`config.mk`:
```
export PLATFORM = sky130hd
export DESIGN_NAME = s386_resp_misr_flat
export DESIGN_NICKNAME = d
export VERILOG_FILES = /design/src/rtl/s386_resp_misr_if.sv /design/src/rtl/s386_resp_misr.sv /design/src/flat_wrapper.sv
export SDC_FILE = /design/constraint.sdc
export NUM_CORES = 1
export LEC_CHECK = 0
export BUFFER_PORTS_ARGS = -buffer_cell sky130_fd_sc_hd__buf_2
export CORE_ASPECT_RATIO = 0.6
export CORE_MARGIN = 2
export CORE_UTILIZATION = 40
export CTS_CLUSTER_DIAMETER = 80
export CTS_CLUSTER_SIZE = 30
export DETAILED_ROUTE_END_ITERATION = 10
export GPL_ROUTABILITY_DRIVEN = 0
export SYNTH_ARGS = -nofsm -noshare
export SYNTH_HDL_FRONTEND = slang
export SYNTH_SLANG_ARGS = --single-unit
```
`constraint.sdc`:
```
create_clock -name CK -period 2.7 [get_ports CK]
set_clock_uncertainty 0.15 [all_clocks]
set_input_delay 0.405 -clock CK [delete_from_list [all_inputs] [get_ports CK]]
set_output_delay 0.405 -clock CK [all_outputs]
set_load 0.005 [all_outputs]
```
`src/rtl/s386_resp_misr_if.sv`:
```
// Handshake/bus bundle between the s386 response compactor and its controller.
// Optional MISR_XMASK_EN adds the per-bit unknown-output mask.
interface s386_resp_misr_if #(
    parameter int unsigned WIDTH = 7,
    parameter int unsigned LEN_W = 16
);
    logic             start;
    logic [LEN_W-1:0] len;
    logic [WIDTH-1:0] din;
    logic             din_valid;
    logic [WIDTH-1:0] golden;
`ifdef MISR_XMASK_EN
    logic [WIDTH-1:0] xmask;
`endif
    logic             busy;
    logic             done;
    logic             pass;
    logic [WIDTH-1:0] signature;
    logic [LEN_W-1:0] count;

    modport master (
`ifdef MISR_XMASK_EN
        output xmask,
`endif
        output start, len, din, din_valid, golden,
        input  busy, done, pass, signature, count
    );

    modport slave (
`ifdef MISR_XMASK_EN
        input  xmask,
`endif
        input  start, len, din, din_valid, golden,
        output busy, done, pass, signature, count
    );
endinterface

```
`src/rtl/s386_resp_misr.sv`:
```
// Galois-form MISR compacting the 7 s386 primary outputs over a programmed beat count.
// Define MISR_XMASK_EN to add the xmask input that zeroes unknown din bits.
module s386_resp_misr #(
    parameter int unsigned      WIDTH = 7,
    parameter logic [WIDTH-1:0] POLY  = 7'h03,
    parameter logic [WIDTH-1:0] SEED  = 7'h01,
    parameter int unsigned      LEN_W = 16
) (
    input  logic                CK,
    input  logic                RST,
    s386_resp_misr_if.slave     bus
);
    typedef enum logic [1:0] {
        S_IDLE = 2'd0,
        S_RUN  = 2'd1,
        S_DONE = 2'd2
    } state_t;

    state_t           state_q, state_d;
    logic [WIDTH-1:0] sig_q, sig_d;
    logic [LEN_W-1:0] count_q, count_d;
    logic [LEN_W-1:0] len_q, len_d;
    logic             pass_q, pass_d;
    logic             done_q, done_d;
    logic             busy_q, busy_d;

    logic [WIDTH-1:0] din_m;
    logic [WIDTH-1:0] sig_upd;
    logic             last_beat;

`ifdef MISR_XMASK_EN
    assign din_m = bus.din & ~bus.xmask;
`else
    assign din_m = bus.din;
`endif

    assign sig_upd   = {sig_q[WIDTH-2:0], 1'b0} ^ (sig_q[WIDTH-1] ? POLY : '0) ^ din_m;
    assign last_beat = (count_q == (len_q - LEN_W'(1)));

    always_comb begin
        state_d = state_q;
        sig_d   = sig_q;
        count_d = count_q;
        len_d   = len_q;
        pass_d  = pass_q;
        done_d  = done_q;
        busy_d  = busy_q;
        unique case (state_q)
            S_IDLE, S_DONE: begin
                if (bus.start) begin
                    sig_d   = SEED;
                    count_d = '0;
                    if (bus.len == '0) begin
                        // Zero-length session completes immediately on the seed.
                        pass_d  = (SEED == bus.golden);
                        done_d  = 1'b1;
                        busy_d  = 1'b0;
                        state_d = S_DONE;
                    end else begin
                        len_d   = bus.len;
                        pass_d  = 1'b0;
                        done_d  = 1'b0;
                        busy_d  = 1'b1;
                        state_d = S_RUN;
                    end
                end
            end
            S_RUN: begin
                if (bus.din_valid) begin
                    sig_d   = sig_upd;
                    count_d = count_q + LEN_W'(1);
                    if (last_beat) begin
                        pass_d  = (sig_upd == bus.golden);
                        done_d  = 1'b1;
                        busy_d  = 1'b0;
                        state_d = S_DONE;
                    end
                end
            end
            default: begin
                state_d = S_IDLE;
                busy_d  = 1'b0;
                done_d  = 1'b0;
                pass_d  = 1'b0;
            end
        endcase
    end

    always_ff @(posedge CK) begin
        if (RST) begin
            state_q <= S_IDLE;
            sig_q   <= SEED;
            count_q <= '0;
            len_q   <= '0;
            pass_q  <= 1'b0;
            done_q  <= 1'b0;
            busy_q  <= 1'b0;
        end else begin
            state_q <= state_d;
            sig_q   <= sig_d;
            count_q <= count_d;
            len_q   <= len_d;
            pass_q  <= pass_d;
            done_q  <= done_d;
            busy_q  <= busy_d;
        end
    end

    assign bus.busy      = busy_q;
    assign bus.done      = done_q;
    assign bus.pass      = pass_q;
    assign bus.signature = sig_q;
    assign bus.count     = count_q;
endmodule
```
`src/flat_wrapper.sv`:
```
// flat-port wrapper written by rule: the top's interface ports become plain ports
module s386_resp_misr_flat 
#(
    parameter int unsigned      WIDTH = 7,
    parameter logic [WIDTH-1:0] POLY  = 7'h03,
    parameter logic [WIDTH-1:0] SEED  = 7'h01,
    parameter int unsigned      LEN_W = 16
)
  (CK, RST, bus_start, bus_len, bus_din, bus_din_valid, bus_golden, bus_busy, bus_done, bus_pass, bus_signature, bus_count);
  s386_resp_misr_if #(.WIDTH(WIDTH), .LEN_W(LEN_W)) bus_i ();
  input  logic CK;
  input  logic RST;
  input wire logic [$bits(bus_i.start)-1:0] bus_start;
  input wire logic [$bits(bus_i.len)-1:0] bus_len;
  input wire logic [$bits(bus_i.din)-1:0] bus_din;
  input wire logic [$bits(bus_i.din_valid)-1:0] bus_din_valid;
  input wire logic [$bits(bus_i.golden)-1:0] bus_golden;
  output wire logic [$bits(bus_i.busy)-1:0] bus_busy;
  output wire logic [$bits(bus_i.done)-1:0] bus_done;
  output wire logic [$bits(bus_i.pass)-1:0] bus_pass;
  output wire logic [$bits(bus_i.signature)-1:0] bus_signature;
  output wire logic [$bits(bus_i.count)-1:0] bus_count;
  assign bus_i.start = bus_start;
  assign bus_i.len = bus_len;
  assign bus_i.din = bus_din;
  assign bus_i.din_valid = bus_din_valid;
  assign bus_i.golden = bus_golden;
  assign bus_busy = bus_i.busy;
  assign bus_done = bus_i.done;
  assign bus_pass = bus_i.pass;
  assign bus_signature = bus_i.signature;
  assign bus_count = bus_i.count;
  s386_resp_misr #(.WIDTH(WIDTH), .POLY(POLY), .SEED(SEED), .LEN_W(LEN_W)) u_core (.CK(CK), .RST(RST), .bus(bus_i));
endmodule
```
==> flow_summary.ini <==
[timing]
drv_slew = 0
finalCriticalPeriod_ps = 2610
hold_violations = 0
fmax_mhz = 383
rsz0062_at_grt = yes
worst_slew_pin_slew_ps = 1170
setup_violations = 0
setup_ws_ps = 86.5
slew_headroom_pct = 21.9
final.period_utilization_pct = 96.8
hold_ws_ps = 210

[route]
first_pass_iters = 4
via_per_inst = 5.29
avgRoutedWirePerCell_um = 15.4
vias = 2363
drt_iter0_markers = 174
routed_wl_um = 6880
drtAntennaViolNets = 0
drc = 0

[pwr]
power_leakage_nw = 1.29
vdd_drop_max_v = 0.000207
power_frac_clock_pct = 27.6
p_total_mw = 1.40
power.density_mw_per_mm2 = 461
swShare_pct = 30.1
comb_power_share_pct = 24.4
p_switching_mw = 0.421
internal-power_mw = 0.979
sequentialPowerShare_pct = 47.9

[worst_hold_path]
hp-start = bus_len[4]
min_path_type = in2reg
hold_depth = 3
worstHoldEndpoint = u_core.len_q[4]

[final_layout]
area_growth_pct = 20.5
multi_input_area_mm2 = 0.00158
post-route-util_pct = 49.7
n_fill_cell = 627
layout_common_cells = 59 x buf_2, 51 x nor2_1, 40 x dfxtp_1
layout.area.seq_um2 = 843
layout_commonest_cell = buf_2
drive_gt1_share_pct = 25.6
antenna_cells = 0
fin_area_mm2 = 0.00304
nNetsFinal = 399

[logic_synthesis]
synthXorXnorAreaFrac_pct = 15.6
ys_types = 48
yosys.area_share.simple_pct = 26.3
syn_inst = 299
synth_compound_area_share_pct = 11.8
yosysTopAreaCell = dfxtp_1
avgSynthCellArea_um2 = 8.42
synth_edf_count = 0
yosys_warnings = 0
synthAdderAreaFrac_pct = 0.994
synth.area.top_cells = dfxtp_1 33%, xnor2_1 8.0%, nor2_1 7.7%
synth_mux_area_share_pct = 7.35
synthArstFlopShare_pct = 0
yosys.area.top_type_share_pct = 33.4
yosysSeqAreaShare_pct = 33.4
synth_top_family_by_area = simple AND/OR/NAND/NOR gates
synth_nets = 335
synth-seq-cells = 42
syn_area_mm2 = 0.00252
synthFlopType = dfxtp_1

[global_route]
groute.usage.overall_pct = 20.3
grt_overflow = 0
grt_pass1_vias = 2020
grt_pass1_wl_um = 11000
grt_max_degree = 30
grt_antenna_before_repair = 0

[critical_path]
r2r_cells = 7
regToRegStartpoint = u_core.len_q[9]
cp.required_ps = 2740
cp_max_fo = 5
cp-start-kind = flip-flop
ff2ff_setup_slack_ps = 90
end_kind = flip-flop
worst_r2r_endpoint = u_core.bus.pass
worst-setup-path-type = reg2reg
crit_arrival_ps = 2650

[run]
max-cap-violations = 0

[clock_tree]
cts_max_path_buffers = 2
cts_hold_buf = 0
cts_root_buf = clkbuf_8
htree_levels = 2
cts_buffers = 5
clk_latency_ps = 300
cts_resized = 0
clock-sinks = 42
clk_pin_slew_ps = 80
cts_tree = built
post_cts_buffers = 0

[die]
boundaryPins = 60
initial_core_util_pct = 41.2
fp.dieW_um = 106
core.rowCount = 22
die_area_mm2 = 0.00697
fp.dieH_um = 65.5
core_area_mm2 = 0.00611

[placed_design]
port_buffers = 59
placed_area_mm2 = 0.00295
dpl_worst_slack_ps = 107
dp_hpwl_um = 5430

[outcome]
status = finished clean
==> cells in the mapped netlist, drive strengths merged, types with 2 or more instances <==
library cell,count
o21ai,6
or4,2
a21o,2
xor2,22
clkbuf,9
a2111oi,2
nor4b,2
o21a,2
a211oi,3
a21oi,9
nor4,11
a31oi,3
nor3,6
nand4,8
buf,7
inv,9
mux2i,17
xnor2,23
nand3b,3
ha,2
or3,5
a22oi,6
nand3,13
nand2b,4
nor2,52
nand2,8
and2,2
and3,5
dfxtp,42
==> critical path: stages (launching register included) <==
cell and delay [ps]:
dfxtp_1 350, or4_4 560, nor3_1 320, a2111oi_1 170, a311oi_2 340, a211oi_2 110
a21oi_2 200, mux2_4 310
==> layer usage <==
metal / routed length [µm] / part of all wire, % / vias to the layer above / GRT usage, %
met5: 0 / 0 / - / 0
li1: - / - / 1185 / -
met2: 2480 / 36 / 91 / 24.9
met4: 48 / 0.70 / 0 / 3.41
met1: 3650 / 53 / 1081 / 34.1
met3: 706 / 10 / 6 / 4.66
==> cell families (layout without fill, tap and decap cells) <==
kind of cell | after synthesis | after routing
flip-flops | 42 | 42
XOR/XNOR | 45 | 45
AO/OA/AOI/OAI | 41 | 41
buffers and inverters | 25 | 89
multiplexers | 18 | 18
AND/OR/NAND/NOR | 126 | 126
adder cells (fa/ha/maj) | 2 | 2
==> cell type report <==
class	instances	share of cell area [%]
Clock buffer	7	2.51
Inverter	9	1.11
Multi-Input combinational cell	232	51.9
Sequential cell	42	27.8
Tap cell	84	3.46
Timing Repair Buffer	73	13.2
==> power by group through the flow <==
stage | Sequential (mW) | Clock [mW] | Combinational, mW
6_report | 0.671 | 0.387 | 0.342
5_1_grt | 0.675 | 0.421 | 0.375
4_1_cts | 0.668 | 0.397 | 0.333
3_5_place_dp | 0.683 | 0 | 0.331
3_3_place_gp | 0.682 | 0 | 0.331
2_1_floorplan | 0.676 | 0 | 0.230
==> sequential cells by signal (all words and copies together) (netlist names) <==
| name | count |
|---|---|
| u_core.state_q | 1 |
| u_core.bus.done | 1 |
| u_core.bus.count | 16 |
| u_core.len_q | 16 |
| u_core.bus.signature | 7 |
| u_core.bus.pass | 1 |
==> stage by stage <==
stage / TNS, ps / instances
2_1_floorplan: 0 / 299
3_3_place_gp: 0 / 440
3_5_place_dp: 0 / 440
4_1_cts: 0 / 447
5_1_grt: -18.0 / 447
6_report: 0 / 447
==> worst max-delay path by stage <==
stage                          startpoint  depth (start not counted)         endpoint
after global placement    u_core.len_q[0]                          9  u_core.bus.pass
after CTS                 u_core.len_q[0]                          9  u_core.bus.pass
after global routing      u_core.len_q[9]                          7  u_core.bus.pass
after detailed placement  u_core.len_q[0]                          9  u_core.bus.pass
final                     u_core.len_q[9]                          7  u_core.bus.pass
after floorplan           u_core.len_q[0]                         10  u_core.bus.pass
(Power assumes the default switching activity.)
